## src/rtl/regfile_arb_pkg.sv

```systemverilog
// rtl/regfile_arb_pkg.sv - shared constants and helpers for the register file write arbiter
package regfile_arb_pkg;

  localparam int NREQ_DEFAULT = 3;
  localparam int REG_IDX_W    = 4;
  localparam int NUM_REGS     = 16;

  typedef logic [REG_IDX_W-1:0] reg_idx_t;

  localparam reg_idx_t PC_IDX = 4'd15;

  function automatic logic is_pc(input reg_idx_t idx);
    return idx == PC_IDX;
  endfunction

endpackage

```

## src/rtl/rr_grant.sv

```systemverilog
// rtl/rr_grant.sv - rotating-priority one-hot grant; priority starts at ptr and ascends modulo NREQ
module rr_grant #(
  parameter int NREQ  = 3,
  parameter int PTR_W = $clog2(NREQ)
) (
  input  logic [NREQ-1:0]  valid,
  input  logic [PTR_W-1:0] ptr,
  input  logic             hold,
  output logic [NREQ-1:0]  grant
);

  logic             found;
  logic [PTR_W:0]   sum;
  logic [PTR_W-1:0] idx;

  always_comb begin
    grant = '0;
    found = 1'b0;
    sum   = '0;
    idx   = '0;
    for (int k = 0; k < NREQ; k++) begin
      // ptr and k are both below NREQ, so one subtraction wraps the sum
      sum = {1'b0, ptr} + (PTR_W+1)'(k);
      if (sum >= (PTR_W+1)'(NREQ)) begin
        sum = sum - (PTR_W+1)'(NREQ);
      end
      idx = sum[PTR_W-1:0];
      if (!found && valid[idx]) begin
        grant[idx] = 1'b1;
        found      = 1'b1;
      end
    end
    if (hold) begin
      grant = '0;
    end
  end

endmodule

```

## src/rtl/regfile_write_arbiter.sv

```systemverilog
// rtl/regfile_write_arbiter.sv - round-robin arbiter onto the register file write port
// Optional pending-write scoreboard enabled by REGFILE_ARB_SCOREBOARD_EN.
module regfile_write_arbiter
  import regfile_arb_pkg::*;
#(
  parameter int N    = 32,
  parameter int NREQ = NREQ_DEFAULT
) (
  input  logic                      clk,
  input  logic                      rst,
  input  logic                      hold,
  input  logic [NREQ-1:0]           req_valid,
  input  logic [NREQ*REG_IDX_W-1:0] req_addr,
  input  logic [NREQ*N-1:0]         req_data,
  output logic [NREQ-1:0]           req_ready,
  output logic                      WE3,
  output logic [REG_IDX_W-1:0]      A3,
  output logic [N-1:0]              WD3,
  output logic                      err_pc,
  input  logic                      claim_valid,
  input  logic [REG_IDX_W-1:0]      claim_addr,
  output logic [NUM_REGS-1:0]       busy
);

  localparam int PTR_W = $clog2(NREQ);

  logic [PTR_W-1:0] ptr_q, ptr_d;
  logic             we3_q, we3_d;
  reg_idx_t         a3_q, a3_d;
  logic [N-1:0]     wd3_q, wd3_d;
  logic             err_pc_q, err_pc_d;

  logic [NREQ-1:0]  grant;
  logic             xfer;
  logic [PTR_W-1:0] gidx;
  reg_idx_t         sel_addr;
  logic [N-1:0]     sel_data;

  // Reset forces the grant low so nothing transfers during the reset cycle
  rr_grant #(.NREQ(NREQ), .PTR_W(PTR_W)) u_rr_grant (
    .valid (req_valid),
    .ptr   (ptr_q),
    .hold  (hold | rst),
    .grant (grant)
  );

  assign req_ready = grant;

  always_comb begin
    gidx     = '0;
    sel_addr = '0;
    sel_data = '0;
    for (int i = 0; i < NREQ; i++) begin
      if (grant[i]) begin
        gidx     = PTR_W'(i);
        sel_addr = req_addr[i*REG_IDX_W +: REG_IDX_W];
        sel_data = req_data[i*N +: N];
      end
    end
    xfer = |(req_valid & grant);

    ptr_d    = ptr_q;
    we3_d    = 1'b0;
    err_pc_d = 1'b0;
    a3_d     = a3_q;
    wd3_d    = wd3_q;
    if (xfer) begin
      ptr_d = (gidx == PTR_W'(NREQ-1)) ? '0 : gidx + 1'b1;
      // r15 belongs to the PC: accept the beat but drop the write
      if (is_pc(sel_addr)) begin
        err_pc_d = 1'b1;
      end else begin
        we3_d = 1'b1;
        a3_d  = sel_addr;
        wd3_d = sel_data;
      end
    end
  end

  always_ff @(posedge clk) begin
    if (rst) begin
      ptr_q    <= '0;
      we3_q    <= 1'b0;
      a3_q     <= '0;
      wd3_q    <= '0;
      err_pc_q <= 1'b0;
    end else begin
      ptr_q    <= ptr_d;
      we3_q    <= we3_d;
      a3_q     <= a3_d;
      wd3_q    <= wd3_d;
      err_pc_q <= err_pc_d;
    end
  end

  assign WE3    = we3_q;
  assign A3     = a3_q;
  assign WD3    = wd3_q;
  assign err_pc = err_pc_q;

`ifdef REGFILE_ARB_SCOREBOARD_EN
  logic [NUM_REGS-1:0] busy_q, busy_d;

  // A claim applied after the clear so it wins on the same index
  always_comb begin
    busy_d = busy_q;
    if (we3_q) begin
      busy_d[a3_q] = 1'b0;
    end
    if (claim_valid && !is_pc(claim_addr)) begin
      busy_d[claim_addr] = 1'b1;
    end
  end

  always_ff @(posedge clk) begin
    if (rst) begin
      busy_q <= '0;
    end else begin
      busy_q <= busy_d;
    end
  end

  assign busy = busy_q;
`else
  logic unused_claim;
  assign unused_claim = ^{claim_valid, claim_addr};
  assign busy         = '0;
`endif

endmodule

```

## config.mk

```make
export PLATFORM = sky130hd
export DESIGN_NAME = regfile_write_arbiter
export DESIGN_NICKNAME = d
export VERILOG_FILES = /design/src/rtl/regfile_arb_pkg.sv /design/src/rtl/rr_grant.sv /design/src/rtl/regfile_write_arbiter.sv
export SDC_FILE = /design/constraint.sdc
export NUM_CORES = 1
export LEC_CHECK = 0
export BUFFER_PORTS_ARGS = -buffer_cell sky130_fd_sc_hd__buf_2
export CAP_MARGIN = 20
export CORE_MARGIN = 10
export CORE_UTILIZATION = 40
export DETAILED_ROUTE_END_ITERATION = 12
export PLACE_DENSITY = 0.85
export SLEW_MARGIN = 20
export SYNTH_ARGS = -nofsm -noshare
export SYNTH_HDL_FRONTEND = slang
export SYNTH_HIERARCHICAL = 1
export SYNTH_SLANG_ARGS = --single-unit
```

## constraint.sdc

```tcl
create_clock -name clk -period 3.81 [get_ports clk]
set_input_delay 0.5715 -clock clk [delete_from_list [all_inputs] [get_ports clk]]
set_output_delay 0.5715 -clock clk [all_outputs]
set_load 0.01 [all_outputs]
```

# Yosys cells after proc, flatten, opt, wreduce, memory -nomap -nowiden

Index checks and enable logic that the tools add are counted.

Flip-flop bits (word level): 40
Output and inout port bits: 57
Word-level logic and storage cells: 70

Add/sub/neg operators: 6
Order comparisons: 9
Equality and inequality tests: 2
Muxes and demuxes: 32
Bitwise operators: 6
Reduce and logical (&&, ||, !) cells: 10

Operators by type and width:

| operator            | number |
|---|---|
| $mux 32             | 3 |
| $mux 3              | 4 |
| $mux 4              | 3 |
| $mux 1              | 11 |
| $mux 2              | 5 |
| $lt 2x3->1 const B  | 3 |
| $bmux 1 s2          | 3 |
| $demux 1 s2         | 3 |
| $ge 2x1->1 const B  | 3 |
| $ge 3x2->1 const B  | 2 |
| $or 3x3->3          | 2 |
| $sub 2x2->2 const B | 3 |
| $logic_and 1x1->1   | 5 |
| $eq 4x4->1 const B  | 1 |
| $add 2x1->3 const B | 1 |
| $add 2x2->3 const B | 1 |
| $and 3x3->3         | 1 |
| $reduce_or 3->1     | 1 |
| $add 2x1->2 const B | 1 |
| $eq 2x2->1 const B  | 1 |
| $ge 2x2->1 const B  | 1 |
| $logic_not 1->1     | 2 |
| $not 1->1           | 2 |
| $reduce_and 2->1    | 1 |
| other kinds (2)     | 2 |

# Longest topological paths before layout

Gate-level depths: netlist of the first run.

Depth in word-level cells: 18
Depth in mapped cells: 15
Mapped depth without buffers: 11

# Cells and area by module

Netlist of the first run, hierarchy kept.

Modules (own cells, without submodules):

| module                | instances | cells each | area each (um2) | sequential area each (um2) |
|---|---|---|---|---|
| regfile_write_arbiter | 1         | 287        | 2548.7          | 800.8 |
| rr_grant              | 1         | 38         | 286.5           | 0.0 |

# Least setup slack after synthesis of the first run

Ideal clock, no wire load.

Path type: register -> register
Start point: register ptr_q[0]
End point: register wd3_q[0], in the netlist WD3[0]
Arrival: 2.935 ns
Data required time: 3.738 ns
Setup slack: 0.804 ns
Stages on the path, launching flop included: 14
Clock period less this slack: 3.006 ns
Path through: dfxtp_1 -> inv_1 -> ha_1 -> buf_2 -> nand2b_1 -> nand3_1 -> o21ai_2 -> a32oi_1 -> a21oi_1 -> a222oi_1 -> a41o_1 -> buf_6 -> buf_12 -> mux2i_1

Word-level cells in the longest chain between the ends: 18
Elaborated cells on any way between the ends: 55
Classes of those cells: 5 x add/sub; 9 x order compare; 1 x eq/ne; 27 x mux; 4 x bitwise; 9 x reduce/logical

RTL lines:

| item                                                            | line                        | source |
|---|---|---|
| from (decl)                                                     | regfile_write_arbiter.sv:27 | `logic [PTR_W-1:0] ptr_q, ptr_d;` |
| from (signal assigned)                                          | regfile_write_arbiter.sv:88 | `ptr_q <= ptr_d;` |
| $add 2x1->3 (tied with other cells)                             | rr_grant.sv:23              | `sum = {1'b0, ptr} + (PTR_W+1)'(k);` |
| $ge 3x2->1 (tied with other cells)                              | rr_grant.sv:24              | `if (sum >= (PTR_W+1)'(NREQ)) begin` |
| $mux 2 (tied with other cells)                                  | rr_grant.sv:24              |  |
| $lt 2x3->1 (implied by the code) (tied with other cells)        | rr_grant.sv:29              | `grant[idx] = 1'b1;` |
| $logic_and 1x1->1 (implied by the code) (tied with other cells) | rr_grant.sv:29              |  |
| $mux 1 (implied by the code) (tied with other cells)            | rr_grant.sv:29              |  |
| $demux 1 s2 (tied with other cells)                             | -                           |  |
| $or 3x3->3 (no line) or $mux 1 (tied branches)                  | -                           |  |
| $mux 3 or $logic_not 1->1 (tied branches)                       | rr_grant.sv:28              | `if (!found && valid[idx]) begin` |
| $or 3x3->3 (no line) or $logic_and 1x1->1 (tied branches)       | -                           |  |
| $mux 3 *                                                        | rr_grant.sv:28              |  |
| $mux 3 *                                                        | rr_grant.sv:33              | `if (hold) begin` |
| net req_ready[0]                                                | regfile_write_arbiter.sv:15 | `output logic [NREQ-1:0] req_ready,` |
| $mux 4 (3 in a row)                                             | regfile_write_arbiter.sv:54 | `if (grant[i]) begin` |
| $eq 4x4->1                                                      | regfile_arb_pkg.sv:13       | `return idx == PC_IDX;` |
| $not 1->1 (no line)                                             | -                           |  |
| $reduce_and 2->1 (no line)                                      | -                           |  |
| to (signal assigned)                                            | regfile_write_arbiter.sv:91 | `wd3_q <= wd3_d;` |
| to (decl)                                                       | regfile_write_arbiter.sv:30 | `logic [N-1:0] wd3_q, wd3_d;` |

Mark *: on every way through the listed nets, which the timed path passes. The rest lies on a longest branch. The select of a mux whose other input is x is not followed.
A chain may end at the register's enable or synchronous reset.

# Final worst setup path of the first run

Start point: register ptr_q[0]
End point: register a3_q[1], in the netlist A3[1]

Word-level cells in the longest chain between the ends: 18
Elaborated cells on any way between the ends: 52
Classes of those cells: 5 x add/sub; 9 x order compare; 1 x eq/ne; 24 x mux; 4 x bitwise; 9 x reduce/logical

RTL lines:

| item                                                            | line                        | source |
|---|---|---|
| $add 2x1->3 (tied with other cells)                             | rr_grant.sv:23              |  |
| $ge 3x2->1 (tied with other cells)                              | rr_grant.sv:24              |  |
| $mux 2 (tied with other cells)                                  | rr_grant.sv:24              |  |
| $lt 2x3->1 (implied by the code) (tied with other cells)        | rr_grant.sv:29              |  |
| $logic_and 1x1->1 (implied by the code) (tied with other cells) | rr_grant.sv:29              |  |
| $mux 1 (implied by the code) (tied with other cells)            | rr_grant.sv:29              |  |
| $demux 1 s2 (tied with other cells)                             | -                           |  |
| $or 3x3->3 (no line) or $mux 1 (tied branches)                  | -                           |  |
| $mux 3 or $logic_not 1->1 (tied branches)                       | rr_grant.sv:28              |  |
| $or 3x3->3 (no line) or $logic_and 1x1->1 (tied branches)       | -                           |  |
| $mux 3 *                                                        | rr_grant.sv:28              |  |
| $mux 3 *                                                        | rr_grant.sv:33              |  |
| $mux 4 (3 in a row)                                             | regfile_write_arbiter.sv:54 |  |
| $eq 4x4->1                                                      | regfile_arb_pkg.sv:13       |  |
| $not 1->1 (no line)                                             | -                           |  |
| $reduce_and 2->1 (no line)                                      | -                           |  |
| to (signal assigned)                                            | regfile_write_arbiter.sv:84 | `a3_q <= '0;` |
| to (signal assigned)                                            | regfile_write_arbiter.sv:90 | `a3_q <= a3_d;` |
| to (decl)                                                       | regfile_write_arbiter.sv:29 | `reg_idx_t a3_q, a3_d;` |

Mark *: on every way between the ends. The rest lies on a longest branch, timed or not. The select of a mux whose other input is x is not followed.

==> results of run 1 <==
==> worst max path at each step <==
stage,end,depth (start not counted),from
final,A3[1]$_SDFFE_PP0P_,13,ptr_q[0]$_SDFFE_PP0N_
after global routing,A3[3]$_SDFFE_PP0P_,13,ptr_q[0]$_SDFFE_PP0N_
after CTS,WD3[14]$_SDFFE_PP0P_,12,ptr_q[0]$_SDFFE_PP0N_
after detailed placement,WD3[14]$_SDFFE_PP0P_,12,ptr_q[0]$_SDFFE_PP0N_
after global placement,WD3[18]$_SDFFE_PP0P_,12,ptr_q[0]$_SDFFE_PP0N_
after floorplan,WD3[0]$_SDFFE_PP0P_,13,ptr_q[0]$_SDFFE_PP0N_
==> metal layers <==
metal	wire length, um	share of wire	up-vias
met3	764	0.085	10
met5	0	0	-
met2	4420	0.49	134
met4	95	0.011	0
li1	-	-	1421
met1	3730	0.41	1390
==> power by group through the flow <==
stage	Clock, mW	Sequential, mW	Combinational (mW)
final	0.292	0.429	0.210
after global routing	0.317	0.430	0.234
after detailed placement	0	0.439	0.210
after floorplan	0	0.442	0.133
after CTS	0.302	0.429	0.211
after global placement	0	0.438	0.204
==> placed cells by master, fill, tap and decap left out, types with 10 or more instances in the layout <==
cell type	n
a21oi_1	11
nand2b_1	39
a211o_1	32
mux2i_1	35
inv_1	38
buf_4	10
a221oi_1	32
dfxtp_1	40
conb_1	16
buf_2	154
==> registers in the layout, summed over array words and instances, names as in the netlist <==
| name | cells |
|---|---|
| WD3 | 32 |
| A3 | 4 |
| err_pc | 1 |
| ptr_q | 2 |
| WE3 | 1 |
==> critical path, delay by kind of cell, from the launching register on <==
family                   cells  cell delay [ps]
AND/OR/NAND/NOR              2              550
buffers and inverters        3              620
AO/OA/AOI/OAI                7             1280
flip-flops                   1              380
adder cells (fa/ha/maj)      1              510
==> cell usage after synthesis, drive strengths merged, types with 2 or more instances <==
cell type,n
nor2b,5
mux2i,35
a32oi,3
ha,4
a211oi,2
nor2,7
nand3b,4
o21ai,2
nor3b,3
dfxtp,40
nand2b,39
nand2,5
a21oi,13
clkbuf,19
buf,26
a221oi,33
inv,38
a211o,32
==> final cells by class <==
class	instances	area (sq um)	area share
Inverter	38	143	0.0387
Sequential cell	40	801	0.217
Tap cell	96	120	0.0326
Multi-Input combinational cell	217	1680	0.457
Clock inverter	2	10.0	0.00272
Clock buffer	6	82.6	0.0224
Timing Repair Buffer	164	846	0.229
==> metrics by stage <==
step                hold WS [ps]  std cells
floorplan                    475        340
global route                 482        563
CTS                          456        563
global placement             442        555
detailed placement           443        555
finish                       459        563
==> logic make-up (layout without fill, tap and decap cells) <==
group | after synthesis | in the layout | synth area share
AOI/OAI and AO/OA | 94 | 94 | 0.274
adders and majority gates | 4 | 4 | 0.0177
buffers and inverters | 83 | 210 | 0.152
DFF | 40 | 40 | 0.282
muxes | 36 | 36 | 0.129
other | 1 | 16 | 0.00132
and+or+nand+nor | 67 | 67 | 0.143
==> key figures, run 1 <==
Outcome
  – Status: completed

Route
  – Vias/cell: 5.25
  – First-pass iteration count of the detailed router: 4
  – WL per Instance: 16.0 um
  – Drc violations: 0
  – DRT Wirelength: 9000 um
  – Antenna viol nets, final: 0
  – Detailed router's first-iteration violation count: 105
  – Routed vias: 2955

Die
  – Row Count: 30
  – I/O pins: 176
  – Core box area: 6830 sq um
  – Die Height: 104 um
  – Starting Density: 0.415
  – Die Span X: 104 um
  – Die area: 10900 sq um

Clocking
  – CTS clock-pin slew for the worst setup and hold paths: 70 ps
  – Clk sink count: 40
  – CTS Buf Count: 5
  – Post-CTS sizing: 0
  – H-Tree Depth: 2
  – CTS tree: done
  – Latest clock arrival within the worst-skew pair: 280 ps
  – Hold_buf cts: 0
  – Bufs on Longest Clock Path: 2
  – Postcts setup bufs: 0
  – Root Buffer Master: clkbuf_8

Placement
  – IO Port Bufs: 154
  – RD Place Congestion: 0.783
  – Placed cell areas: 3590 sq um
  – DP HPWL: 7120 um
  – Setup WS pre-CTS: 347 ps

GRT
  – Number of global-route vias before repair: 3081
  – Gr usage total: 0.160
  – Top Usage Layer GRT: met2
  – Antenna violations before repair: 0
  – Grt ovf: 0
  – GR Layer Usage met2: 0.278
  – Largest net degree at the start of global routing: 75
  – M1 GR Usage: 0.184
  – First-pass GRT wire length: 14900 um
  – Met3 Use GR: 0.0502

STA
  – Worst Slack Setup Final: 356 ps
  – Final period util: 0.907
  – Slew @ Worst Pin: 637 ps
  – Finish-stage setup viols: 0
  – Worst slew margin: 0.575
  – F_max: 0.290 GHz
  – Max-slew violations: 0
  – Crit path time final: 3450 ps
  – Total Neg Setup Slack: 0 ps
  – Clock Skew: 7.34 ps
  – RSZ-0062 raised after global routing: false
  – Hold Vio Cnt, Final: 0

Power and ir drop
  – Leakage dissipation: 1.91 nW
  – Design Power: 931 uW
  – Net Sw Power: 258 uW
  – Seq pwr share: 0.461
  – Int Pwr: 673 uW
  – Clk pwr share: 0.313
  – Peak VDD IR: 0.000120 V
  – Switching part of the total power: 0.277
  – Combinational Power Share: 0.226
  – Power per cell area: 253 nW/um^2

Yosys
  – Dominant cell type by area after synthesis: dfxtp_1
  – Post-synthesis cell type count: 40
  – Post-synthesis cell count: 325
  – Number of synthesized flops with an enable pin: 0
  – FF+latch count, synth: 40
  – Post-synth ARST share: 0
  – Post-Synthesis Cell Area: 2840 sq um
  – Synth warn: 6
  – Sequential element share of the synthesized area: 0.282
  – Proportion of netlist area held by the largest area contributor: 0.282
  – Main flop type after synthesis: dfxtp_1
  – Largest cells by area after synthesis: dfxtp_1 (28%), mux2i_1 (12%), a211o_1 (9.9%)
  – Post-synthesis average cell area: 8.72 sq um

Cells and area
  – Ant. Diodes: 0
  – Fill count: 672
  – Share of cells above drive strength 1: 0.394
  – Net count, final: 589
  – Layout area overhead: 30.0%
  – Final instance area: 3690 sq um
  – Final Util: 0.540

Setup path
  – Type of origin of the critical path: register
  – Most used cell, CP: buf_4
  – FF-to-FF Start: ptr_q[0]$_SDFFE_PP0N_
  – Data arrival, critical path: 3650 ps
  – Crit. End Element: register
  – Setup slack, reg-to-reg: 360 ps
  – Worst-case reg-to-reg path depth: 13
  – Worst Setup Path Type: reg -> reg
  – Worst EP required: 4000 ps
  – Crit-path max cell delay: 510 ps
  – Worst-path maximum fanout: 18
  – FF-to-FF End: A3[1]$_SDFFE_PP0P_
  – Critical Path Slowest Stage Cell: ha_1
  – Critical Path, Cell by Cell: inv_1 > ha_1 > a21boi_2 > a221o_1 > o21ai_2 > a221oi_2 > nor3b_4 > buf_4 > nand3b_1 > a21oi_1 > a41o_2 > buf_4 > a211oi_1

Worst hold path
  – WHS Path Cells: 2
  – WHS Endpoint: A3[3]$_SDFFE_PP0P_
  – HP Start: A3[3]$_SDFFE_PP0P_
  – Min-delay worst type: reg -> reg

Run
  – Number of max-cap violations: 0
Note: power is estimated with default switching activity, not from simulation.
==> run 2: changes to the inputs <==
--- a/config.mk
+++ b/config.mk
@@ -5,12 +5,13 @@
 export SDC_FILE = /design/constraint.sdc
 export NUM_CORES = 1
 export LEC_CHECK = 0
+export ABC_AREA = 1
 export BUFFER_PORTS_ARGS = -buffer_cell sky130_fd_sc_hd__buf_2
 export CAP_MARGIN = 20
 export CORE_MARGIN = 10
 export CORE_UTILIZATION = 40
 export DETAILED_ROUTE_END_ITERATION = 12
-export PLACE_DENSITY = 0.85
+export PLACE_DENSITY = 0.84
 export SLEW_MARGIN = 20
 export SYNTH_ARGS = -nofsm -noshare
 export SYNTH_HDL_FRONTEND = slang
==> run 2 against run 1 <==
Effect of this change: clock-buffer cell count is 1 lower; wire length is 13% higher; design area is 3.7% higher; maximum frequency is 0.19% higher; first-iteration DRC count is 49% higher; worst setup slack better by 6.4 ps; via count is 20% higher; combinational power grew to 3.1 times the previous value; critical path type unchanged; largest cell class unchanged; highest routed layer unchanged.
==> key figures, run 2 <==
Yosys
  – Fraction of the mapped netlist area in adder cells: 0.0168
  – Top cells by count, synth: nand2_1 (104), a21oi_1 (82), nand3_1 (80)
  – Post-Synthesis Cell Area: 2980 sq um
  – Main combinational cell family by area after synthesis: simple AND/OR/NAND/NOR gates
  – Mux share of post-synthesis cell area: 0
  – Number of synthesized flops with an enable pin: 0
  – Largest cells by area after synthesis: dfxtp_1 (27%), a21oi_1 (14%), nand3_1 (13%)
  – Post-synthesis cell type count: 27
  – Main flop type after synthesis: dfxtp_1
  – Count leader, synth: nand2_1
  – FF+latch count, synth: 40
  – Post-synthesis cell count: 471
  – Synth Area in Compound Gates: 0.203
  – Post-synthesis average cell area: 6.33 sq um
  – Post-Synth Simple-Gate Area: 0.377
  – Synth warn: 6
  – Sequential element share of the synthesized area: 0.268
  – Dominant cell type by area after synthesis: dfxtp_1
  – Proportion of netlist area held by the largest area contributor: 0.268
  – Post-synth ARST share: 0
  – Synth Area in XOR/XNOR: 0

Placement
  – IO Port Bufs: 154
  – RD Place Congestion: 0.825
  – DP HPWL: 7700 um

Route
  – DRT Wirelength: 10100 um
  – WL per Instance: 14.4 um
  – Vias/cell: 5.06
  – Routed vias: 3550
  – Detailed router's first-iteration violation count: 156
  – Drc violations: 0
  – Antenna viol nets, final: 0
  – First-pass iteration count of the detailed router: 5

Clocking
  – H-Tree Depth: 2
  – Hold_buf cts: 0
  – Clk sink count: 40
  – Post-CTS sizing: 0
  – CTS tree: done
  – Latest clock arrival within the worst-skew pair: 290 ps
  – CTS clock-pin slew for the worst setup and hold paths: 80 ps
  – Postcts setup bufs: 0
  – Bufs on Longest Clock Path: 2
  – Root Buffer Master: clkbuf_8
  – CTS Buf Count: 5

GRT
  – First-pass GRT wire length: 16100 um
  – Antenna violations before repair: 1
  – Gr usage total: 0.168
  – Grt ovf: 0
  – Number of global-route vias before repair: 3501
  – Largest net degree at the start of global routing: 59

STA
  – Crit path time final: 3450 ps
  – Clock Skew: 7.41 ps
  – Finish-stage setup viols: 0
  – Total Neg Setup Slack: 0 ps
  – F_max: 0.290 GHz
  – Max-slew violations: 0
  – Hold Vio Cnt, Final: 0
  – Slew @ Worst Pin: 672 ps
  – Worst slew margin: 0.552
  – Final period util: 0.905
  – RSZ-0062 raised after global routing: false

Outcome
  – Status: completed

Worst hold path
  – WHS Path Cells: 2
  – Min-delay worst type: reg -> reg
  – HP Start: A3[1]$_SDFFE_PP0P_
  – WHS Endpoint: A3[1]$_SDFFE_PP0P_

Die
  – Die Span X: 106 um
  – I/O pins: 176
  – Die area: 11300 sq um
  – Row Count: 31
  – Core box area: 7250 sq um
  – Die Height: 106 um
  – Starting Density: 0.411

Setup path
  – Crit. End Element: register
  – Worst-case reg-to-reg path depth: 20
  – Worst EP required: 4000 ps
  – FF-to-FF End: WD3[16]$_SDFFE_PP0P_
  – Worst-path maximum fanout: 44
  – Type of origin of the critical path: register
  – FF-to-FF Start: ptr_q[0]$_SDFFE_PP0N_
  – Setup slack, reg-to-reg: 360 ps
  – Data arrival, critical path: 3640 ps
  – Worst Setup Path Type: reg -> reg

Cells and area
  – Most frequent cells in the layout: buf_2 (154), nand2_1 (104), a21oi_1 (81)
  – Layout area overhead: 28.2%
  – Net count, final: 724
  – Share of cells above drive strength 1: 0.355
  – Commonest non-fill, non-tap cell in the layout: buf_2
  – Largest register FFs: 32

Run
  – Number of max-cap violations: 0

Power and ir drop
  – Leakage dissipation: 1.85 nW
  – Design Power: 1.52 mW
  – Power per cell area: 397 nW/um^2
  – Peak VDD IR: 0.000247 V
[run 2: worst max-delay path by stage]
stage / start / endpoint / slack, ps / depth (start not counted)
global placement: ptr_q[0]$_SDFFE_PP0N_ / A3[2]$_SDFFE_PP0P_ / 530 / 18
global route: ptr_q[0]$_SDFFE_PP0N_ / WD3[21]$_SDFFE_PP0P_ / 50 / 20
CTS: ptr_q[0]$_SDFFE_PP0N_ / WD3[16]$_SDFFE_PP0P_ / 430 / 18
finish: ptr_q[0]$_SDFFE_PP0N_ / WD3[16]$_SDFFE_PP0P_ / 360 / 20
detailed placement: ptr_q[0]$_SDFFE_PP0N_ / WD3[16]$_SDFFE_PP0P_ / 440 / 18
floorplan: ptr_q[0]$_SDFFE_PP0N_ / A3[2]$_SDFFE_PP0P_ / 1130 / 19
[run 2: power breakdown]
group / switching, mW / leakage [nW] / internal, mW / total (mW)
clock network: 0.157 / 0.0541 / 0.194 / 0.351
registers: 0.0356 / 0.326 / 0.480 / 0.515
logic: 0.387 / 1.47 / 0.265 / 0.652
[run 2: critical path: stages, from the launching register on]
cell and delay (ps):
dfxtp_1 390, inv_1 90, ha_1 400, inv_2 90, nand2_1 70, nand3_1 110
nand2_4 100, nand2_1 60, nand2_1 60, nand2_1 80, a21oi_4 270, inv_2 310
nand2_2 170, nor2_1 60, nor2_2 220, nor2_4 70, nand2_4 260, buf_12 280
nand3_1 100, nand2_1 70, nor2_1 50
[run 2: stage by stage]
stage	std cells	utilization	hold slack [ps]	instance area [sq um]	setup WS, ps
floorplan	486	-	469	3040	1130
global placement	693	0.511	438	3710	525
detailed placement	693	0.511	447	3710	442
CTS	701	0.527	460	3820	431
global route	702	0.527	481	3820	45.2
finish	702	0.527	454	3820	362
[run 2: cell type report]
class / count / area [sq um]
diodes: 1 / 2.50
clock buffers: 5 / 68.8
clock inverters: 3 / 42.5
fillers: 751 / 3430
inverters: 20 / 77.6
multi-input cells: 373 / 1860
flip-flops and latches: 40 / 801
well taps: 99 / 124
repair buffers: 161 / 848
[run 2: cells by family after synthesis]
logic type	count (synthesis)
flops	40
other cells	1
compound gates	105
simple gates	248
fa+ha+maj	4
buf+inv	73
[run 2: layer usage]
layer  part of all wire  vias to the layer above  GRT usage
met5                  0                        -          0
met4              0.022                        0     0.0629
met3               0.10                       20     0.0622
met2               0.48                      150      0.297
met1               0.40                     1590      0.180
li1                   -                     1790          -
